==> src/rtl/sobel_pkg.sv <==
// Shared widths, pipeline stage payloads and frame sizing for the Sobel blocks.
package sobel_pkg;
  localparam int PIX_W  = 8;
  localparam int GRAD_W = 11;
  localparam int ABS_W  = 10;
  localparam int SUM_W  = 11;
  localparam logic [PIX_W-1:0] PIX_MAX = 8'd255;

  typedef logic [PIX_W-1:0]         pix_t;
  typedef logic signed [GRAD_W-1:0] grad_t;
  typedef logic [ABS_W-1:0]         abs_t;
  typedef logic [SUM_W-1:0]         sum_t;

  typedef struct packed {
    grad_t gx;
    grad_t gy;
    pix_t  th;
  } s1_t;

  typedef struct packed {
    abs_t ax;
    abs_t ay;
    pix_t th;
  } s2_t;

  typedef struct packed {
    pix_t mag;
    logic edg;
  } s3_t;

  // Interior pixel count: the 3x3 window never centres on the border.
  function automatic int frame_pixels(input int rows, input int cols);
    return (rows - 2) * (cols - 2);
  endfunction
endpackage

==> src/rtl/sobel_gradient_if.sv <==
// Window-in / gradient-out bundle between the data buffer, sobel_gradient and its consumer.
interface sobel_gradient_if;
  import sobel_pkg::*;

  logic valid_i;
  pix_t d0_i, d1_i, d2_i, d3_i, d4_i, d5_i, d6_i, d7_i, d8_i;
  pix_t thresh_i;
  pix_t mag_o;
  logic edge_o;
  logic valid_o;
  logic done_o;

  modport master (
    output valid_i, d0_i, d1_i, d2_i, d3_i, d4_i, d5_i, d6_i, d7_i, d8_i, thresh_i,
    input  mag_o, edge_o, valid_o, done_o
  );

  modport slave (
    input  valid_i, d0_i, d1_i, d2_i, d3_i, d4_i, d5_i, d6_i, d7_i, d8_i, thresh_i,
    output mag_o, edge_o, valid_o, done_o
  );
endinterface

==> src/rtl/sobel_kernel3.sv <==
// Combinational Sobel Gx/Gy over a row-major 3x3 window (win_i[0] top-left, win_i[8] bottom-right).
module sobel_kernel3 #(
  parameter int W = 8
) (
  input  logic [8:0][W-1:0] win_i,
  output logic signed [W+2:0] gx_o,
  output logic signed [W+2:0] gy_o
);
  localparam int GW = W + 3;

  logic [GW-1:0] gx_pos, gx_neg, gy_pos, gy_neg;

  // a + 2b + c, wide enough that the subtraction below cannot overflow
  function automatic logic [GW-1:0] wsum(input logic [W-1:0] a, b, c);
    return GW'(a) + (GW'(b) << 1) + GW'(c);
  endfunction

  always_comb begin
    gx_pos = wsum(win_i[2], win_i[5], win_i[8]);
    gx_neg = wsum(win_i[0], win_i[3], win_i[6]);
    gy_pos = wsum(win_i[6], win_i[7], win_i[8]);
    gy_neg = wsum(win_i[0], win_i[1], win_i[2]);
    gx_o   = $signed(gx_pos - gx_neg);
    gy_o   = $signed(gy_pos - gy_neg);
  end
endmodule

==> src/rtl/sobel_gradient.sv <==
// Three-stage Sobel magnitude + edge flag pipeline with an interior-pixel frame counter.
module sobel_gradient
  import sobel_pkg::*;
#(
  parameter int ROWS   = 5,
  parameter int COLS   = 6,
  parameter int DATA_W = 8
) (
  input logic clk,
  input logic rst,
  sobel_gradient_if.slave bus
);
  localparam int STAGES = 3;
  localparam int FRAME  = frame_pixels(ROWS, COLS);
  localparam int CNT_W  = (FRAME > 1) ? $clog2(FRAME) : 1;
  localparam logic [CNT_W-1:0] CNT_LAST = CNT_W'(FRAME - 1);

  logic [8:0][DATA_W-1:0]  win;
  logic signed [DATA_W+2:0] gx, gy;
  s1_t s1_d, s1_q;
  s2_t s2_d, s2_q;
  s3_t s3_d, s3_q;
  logic [STAGES:1] vld_pipe_d, vld_pipe_q;
  logic [CNT_W-1:0] cnt_d, cnt_q;
  sum_t sum;
  pix_t mag_sat;

  assign win = {bus.d8_i, bus.d7_i, bus.d6_i, bus.d5_i, bus.d4_i,
                bus.d3_i, bus.d2_i, bus.d1_i, bus.d0_i};

  sobel_kernel3 #(.W(DATA_W)) u_kernel (
    .win_i (win),
    .gx_o  (gx),
    .gy_o  (gy)
  );

  // Each data stage only loads when its own valid bit does, so bubbles leave it untouched.
  always_comb begin
    vld_pipe_d = {vld_pipe_q[STAGES-1:1], bus.valid_i};

    s1_d = s1_q;
    if (bus.valid_i) begin
      s1_d.gx = gx;
      s1_d.gy = gy;
      s1_d.th = bus.thresh_i;
    end

    s2_d = s2_q;
    if (vld_pipe_q[1]) begin
      s2_d.ax = ABS_W'(s1_q.gx[GRAD_W-1] ? -s1_q.gx : s1_q.gx);
      s2_d.ay = ABS_W'(s1_q.gy[GRAD_W-1] ? -s1_q.gy : s1_q.gy);
      s2_d.th = s1_q.th;
    end

    sum     = SUM_W'(s2_q.ax) + SUM_W'(s2_q.ay);
    mag_sat = (sum > SUM_W'(PIX_MAX)) ? PIX_MAX : sum[PIX_W-1:0];
    s3_d = s3_q;
    if (vld_pipe_q[2]) begin
      s3_d.mag = mag_sat;
      s3_d.edg = (mag_sat >= s2_q.th);
    end

    cnt_d = cnt_q;
    if (vld_pipe_q[STAGES]) cnt_d = (cnt_q == CNT_LAST) ? '0 : cnt_q + CNT_W'(1);
  end

  always_ff @(posedge clk) begin
    if (rst) begin
      vld_pipe_q <= '0;
      s1_q       <= '0;
      s2_q       <= '0;
      s3_q       <= '0;
      cnt_q      <= '0;
    end else begin
      vld_pipe_q <= vld_pipe_d;
      s1_q       <= s1_d;
      s2_q       <= s2_d;
      s3_q       <= s3_d;
      cnt_q      <= cnt_d;
    end
  end

  assign bus.mag_o   = s3_q.mag;
  assign bus.edge_o  = s3_q.edg;
  assign bus.valid_o = vld_pipe_q[STAGES];
  assign bus.done_o  = vld_pipe_q[STAGES] && (cnt_q == CNT_LAST);
endmodule

==> src/flat_wrapper.sv <==
// flat-port wrapper written by rule: the top's interface ports become plain ports
module sobel_gradient_flat import sobel_pkg::*;
#(
  parameter int ROWS   = 5,
  parameter int COLS   = 6,
  parameter int DATA_W = 8
)
  (clk, rst, bus_valid_i, bus_d0_i, bus_d1_i, bus_d2_i, bus_d3_i, bus_d4_i, bus_d5_i, bus_d6_i, bus_d7_i, bus_d8_i, bus_thresh_i, bus_mag_o, bus_edge_o, bus_valid_o, bus_done_o);
  sobel_gradient_if bus_i ();
  input logic clk;
  input logic rst;
  input wire logic [$bits(bus_i.valid_i)-1:0] bus_valid_i;
  input wire logic [$bits(bus_i.d0_i)-1:0] bus_d0_i;
  input wire logic [$bits(bus_i.d1_i)-1:0] bus_d1_i;
  input wire logic [$bits(bus_i.d2_i)-1:0] bus_d2_i;
  input wire logic [$bits(bus_i.d3_i)-1:0] bus_d3_i;
  input wire logic [$bits(bus_i.d4_i)-1:0] bus_d4_i;
  input wire logic [$bits(bus_i.d5_i)-1:0] bus_d5_i;
  input wire logic [$bits(bus_i.d6_i)-1:0] bus_d6_i;
  input wire logic [$bits(bus_i.d7_i)-1:0] bus_d7_i;
  input wire logic [$bits(bus_i.d8_i)-1:0] bus_d8_i;
  input wire logic [$bits(bus_i.thresh_i)-1:0] bus_thresh_i;
  output wire logic [$bits(bus_i.mag_o)-1:0] bus_mag_o;
  output wire logic [$bits(bus_i.edge_o)-1:0] bus_edge_o;
  output wire logic [$bits(bus_i.valid_o)-1:0] bus_valid_o;
  output wire logic [$bits(bus_i.done_o)-1:0] bus_done_o;
  assign bus_i.valid_i = bus_valid_i;
  assign bus_i.d0_i = bus_d0_i;
  assign bus_i.d1_i = bus_d1_i;
  assign bus_i.d2_i = bus_d2_i;
  assign bus_i.d3_i = bus_d3_i;
  assign bus_i.d4_i = bus_d4_i;
  assign bus_i.d5_i = bus_d5_i;
  assign bus_i.d6_i = bus_d6_i;
  assign bus_i.d7_i = bus_d7_i;
  assign bus_i.d8_i = bus_d8_i;
  assign bus_i.thresh_i = bus_thresh_i;
  assign bus_mag_o = bus_i.mag_o;
  assign bus_edge_o = bus_i.edge_o;
  assign bus_valid_o = bus_i.valid_o;
  assign bus_done_o = bus_i.done_o;
  sobel_gradient #(.ROWS(ROWS), .COLS(COLS), .DATA_W(DATA_W)) u_core (.clk(clk), .rst(rst), .bus(bus_i));
endmodule
==> config.mk <==
export PLATFORM = sky130hd
export DESIGN_NAME = sobel_gradient_flat
export DESIGN_NICKNAME = d
export VERILOG_FILES = /design/src/rtl/sobel_pkg.sv /design/src/rtl/sobel_gradient_if.sv /design/src/rtl/sobel_kernel3.sv /design/src/rtl/sobel_gradient.sv /design/src/flat_wrapper.sv
export SDC_FILE = /design/constraint.sdc
export NUM_CORES = 1
export LEC_CHECK = 0
export BUFFER_PORTS_ARGS = -buffer_cell sky130_fd_sc_hd__buf_4
export CAP_MARGIN = 5
export CORE_ASPECT_RATIO = 0.5
export CORE_MARGIN = 4
export CORE_UTILIZATION = 55
export CTS_BUF_LIST = sky130_fd_sc_hd__clkbuf_16
export CTS_CLUSTER_DIAMETER = 30
export DETAILED_ROUTE_END_ITERATION = 6
export PLACE_DENSITY = 0.87
export SLEW_MARGIN = 30
export SYNTH_ARGS = -nofsm -noshare
export SYNTH_HDL_FRONTEND = slang
export SYNTH_SLANG_ARGS = --single-unit
==> constraint.sdc <==
create_clock -name clk -period 6.16 [get_ports clk]
set_input_delay 0.924 -clock clk [delete_from_list [all_inputs] [get_ports clk]]
set_output_delay 0.924 -clock clk [all_outputs]
set_load 0.01 [all_outputs]
==> impl_metrics.toml <==
[min_path]
min_from = "u_core.bus.mag_o[0]"
hold_class = "reg2reg"

[cts]
htree_levels = 3
hold_buffers = 0
cts_resized = 0
clock_latency_ns = 0.33
clock_path_buffers = 2
clk_pin_slew_worst_paths_ns = 0.06
cts_sinks = 74
cts_tree = "done"
cts_root_buffer = "clkbuf_16"
cts_made_buffers = 9
cts_setup_buffers = 0

[worst_setup_path]
reg2regPathDepth = 14
worstPathArrival_ns = 5.29
worstReg2RegEnd = "u_core.bus.edge_o"
startpoint = "bus_d0_i[1]"
critical_path_class = "in2reg"
crit_required_ns = 6.34
path_max_fanout = 7
rr_startpoint = "u_core.s2_q[8]"
endpoint = "u_core.s1_q[17]"
critPathLaunchType = "primary input"
r2r_slack_ns = 2.78
end_kind = "flop"

[synth]
yosys_warnings = 0
synthFlopType = "dfxtp_1"
postSynthCellCount = 672
ys_seq_elements = 74
netlist_area_um2 = 6100
synth_nets = 867
synth_area_leaders = "dfxtp_1 24%, fa_1 18%, ha_1 11%, inv_1 6.9%, mux2i_1 5.7%"
ys_seq_area_frac = 0.243
synth-edff-count = 0
ys_types = 56
syn-mean-instance-area_um2 = 9.08
async_reset_ff_frac = 0
yosys.area.top_type = "dfxtp_1"
synth_top_cell_area_share = 0.243

[power]
powerDensity_nw_per_um2 = 365
p_int_uw = 1570
comb_power_share = 0.533
ir_drop_v = 0.000164
switching_share = 0.399
p_switching_uw = 1040
power_frac_clock = 0.224
totalPowerFinal_uw = 2620
p_leak_uw = 0.00343
sequentialPowerShare = 0.243

[flow_run]
maxCapViolations = 0

[layout]
nNetsFinal = 942
area_delta_synth_final_pct = 17.5
diodes = 0
final_area_um2 = 7170
drive_gt1_frac = 0.152

[floorplanning]
initial_core_util = 0.581
die_w_um = 157
design.core.area_um2 = 10500
die_y_um = 82.5
num_rows = 26
die_area_um2 = 12900
ios = 94

[route]
num_vias = 4845
avgRoutedWirePerCell_um = 14.9
drt_wl_total_um = 13300
drtIter0Drc = 227
drc = 0
vias_per_cell = 5.43
ant_nets = 0
drt_pass1_iterations = 4

[timing]
drv_slew = 0
rsz0062_at_grt = "no"
skew_ns = 0.00520
max-slew-margin-rel = 0.426
setup_tns_ns = 0
fin_crit_ns = 5.11
report.final.hold_viol_count = 0
fin_crit_sh = 0.830
worst_pin_slew_ns = 0.861
fin_hold_ws_ns = 0.485
max_freq_ghz = 0.196
setup_viol = 0

[grt]
antenna_found_initial = 0
grt-ovfl-total = 0
grt_pass1_vias = 4896
grt_first_pass_wirelength_um = 22500
grt_max_degree = 88
grt.total_usage = 0.217

[placement]
place.gp.congestion = 0.803
dpl_cell_area_um2 = 6840
place.port_buffers = 85
hpwl_um = 10400

[run_status]
status = "finished, final reports clean"
## sequential cells by signal (all words and copies together), names as in the netlist
| signal | count |
|---|---|
| u_core.s1_q | 30 |
| u_core.vld_pipe_q | 3 |
| u_core.s2_q | 28 |
| u_core.bus.edge_o | 1 |
| u_core.cnt_q | 4 |
| u_core.bus.mag_o | 8 |
## critical path: stages
cell and delay, ns:
buf_4 0.13, ha_1 0.23, fa_1 0.42, a21o_1 0.21, a21oi_1 0.23, o21bai_1 0.10, a21oi_1 0.20, xor2_1 0.20
fa_1 0.46, fa_1 0.51, inv_1 0.05, fa_1 0.50, inv_1 0.05, ha_1 0.36, o21ai_0 0.18, nor2_1 0.07
o41ai_1 0.09, mux2i_1 0.23, o311ai_0 0.13
## kinds of logic after synthesis
family / share of synthesized area
buffers and inverters: 0.0826
XOR/XNOR: 0.0572
multiplexers: 0.0574
AND/OR/NAND/NOR: 0.130
AO/OA/AOI/OAI: 0.132
flip-flops: 0.243
adder cells (fa/ha/maj): 0.298
## layout make-up
type | count | area, um2
Sequential cell | 74 | 1480
Multi-Input combinational cell | 464 | 4120
Tap cell | 140 | 175
Fill cell | 840 | 3330
Clock inverter | 7 | 109
Clock buffer | 9 | 225
Timing Repair Buffer | 86 | 646
Inverter | 112 | 420
## per-layer routing
layer | track usage | routed length (um) | part of all wire
met1 | 0.276 | 6080 | 0.46
met3 | 0.0427 | 672 | 0.051
met5 | 0 | 0 | 0
met4 | 0.0502 | 164 | 0.012
met2 | 0.390 | 6370 | 0.48
## cell usage in the layout, fill, tap and decap left out, drive strengths merged, types with 6 or more instances in the layout
| cell type | netlist | layout |
|---|---|---|
| a211oi | 30 | 30 |
| clkbuf | 12 | 9 |
| a21o | 9 | 9 |
| ha | 56 | 56 |
| inv | 112 | 113 |
| dfxtp | 74 | 74 |
| nor3b | 7 | 7 |
| o31ai | 6 | 6 |
| mux2i | 35 | 35 |
| buf | 10 | 86 |
| xor2 | 22 | 22 |
| o21ai | 24 | 24 |
| nand2b | 6 | 6 |
| nor2 | 84 | 84 |
| fa | 56 | 56 |
| xnor2 | 17 | 17 |
| nor2b | 9 | 9 |
| nand2 | 27 | 27 |
| nor3 | 9 | 9 |
| a21oi | 16 | 16 |
## worst min path at each step
stage	end	slack (ns)	depth (start not counted)
2_1_floorplan	u_core.s1_q[0]	0.46	2
3_3_place_gp	u_core.bus.mag_o[0]	0.47	2
3_5_place_dp	u_core.s2_q[17]	0.48	2
5_1_grt	u_core.s2_q[12]	0.51	2
6_report	u_core.bus.mag_o[0]	0.49	2
4_1_cts	u_core.s2_q[17]	0.49	2
## Yosys cell counts (9+ instances only)
library cell	instances
buf_1	9
clkbuf_1	12
xnor2_1	16
a21oi_1	16
nor2b_1	9
a21o_1	9
ha_1	56
nand2_1	27
xor2_1	22
nor2_1	84
mux2i_1	35
dfxtp_1	74
fa_1	56
o21ai_0	21
a211oi_1	29
inv_1	112
## stage by stage
step           instances  worst slack (ns)   util
2_1_floorplan        672              1.21      -
5_1_grt              892             0.707  0.683
4_1_cts              892              1.06  0.683
3_5_place_dp         876             0.733  0.651
6_report             892              1.05  0.683
3_3_place_gp         876             0.757  0.651
## power by group through the flow
| stage | registers [uW] | logic (uW) | clock network [uW] |
|---|---|---|---|
| floorplan | 608 | 1060 | 0 |
| global placement | 637 | 1300 | 0 |
| detailed placement | 643 | 1370 | 0 |
| CTS | 635 | 1390 | 593 |
| global route | 647 | 1580 | 617 |
| finish | 636 | 1390 | 587 |
(Power assumes the default switching activity.)
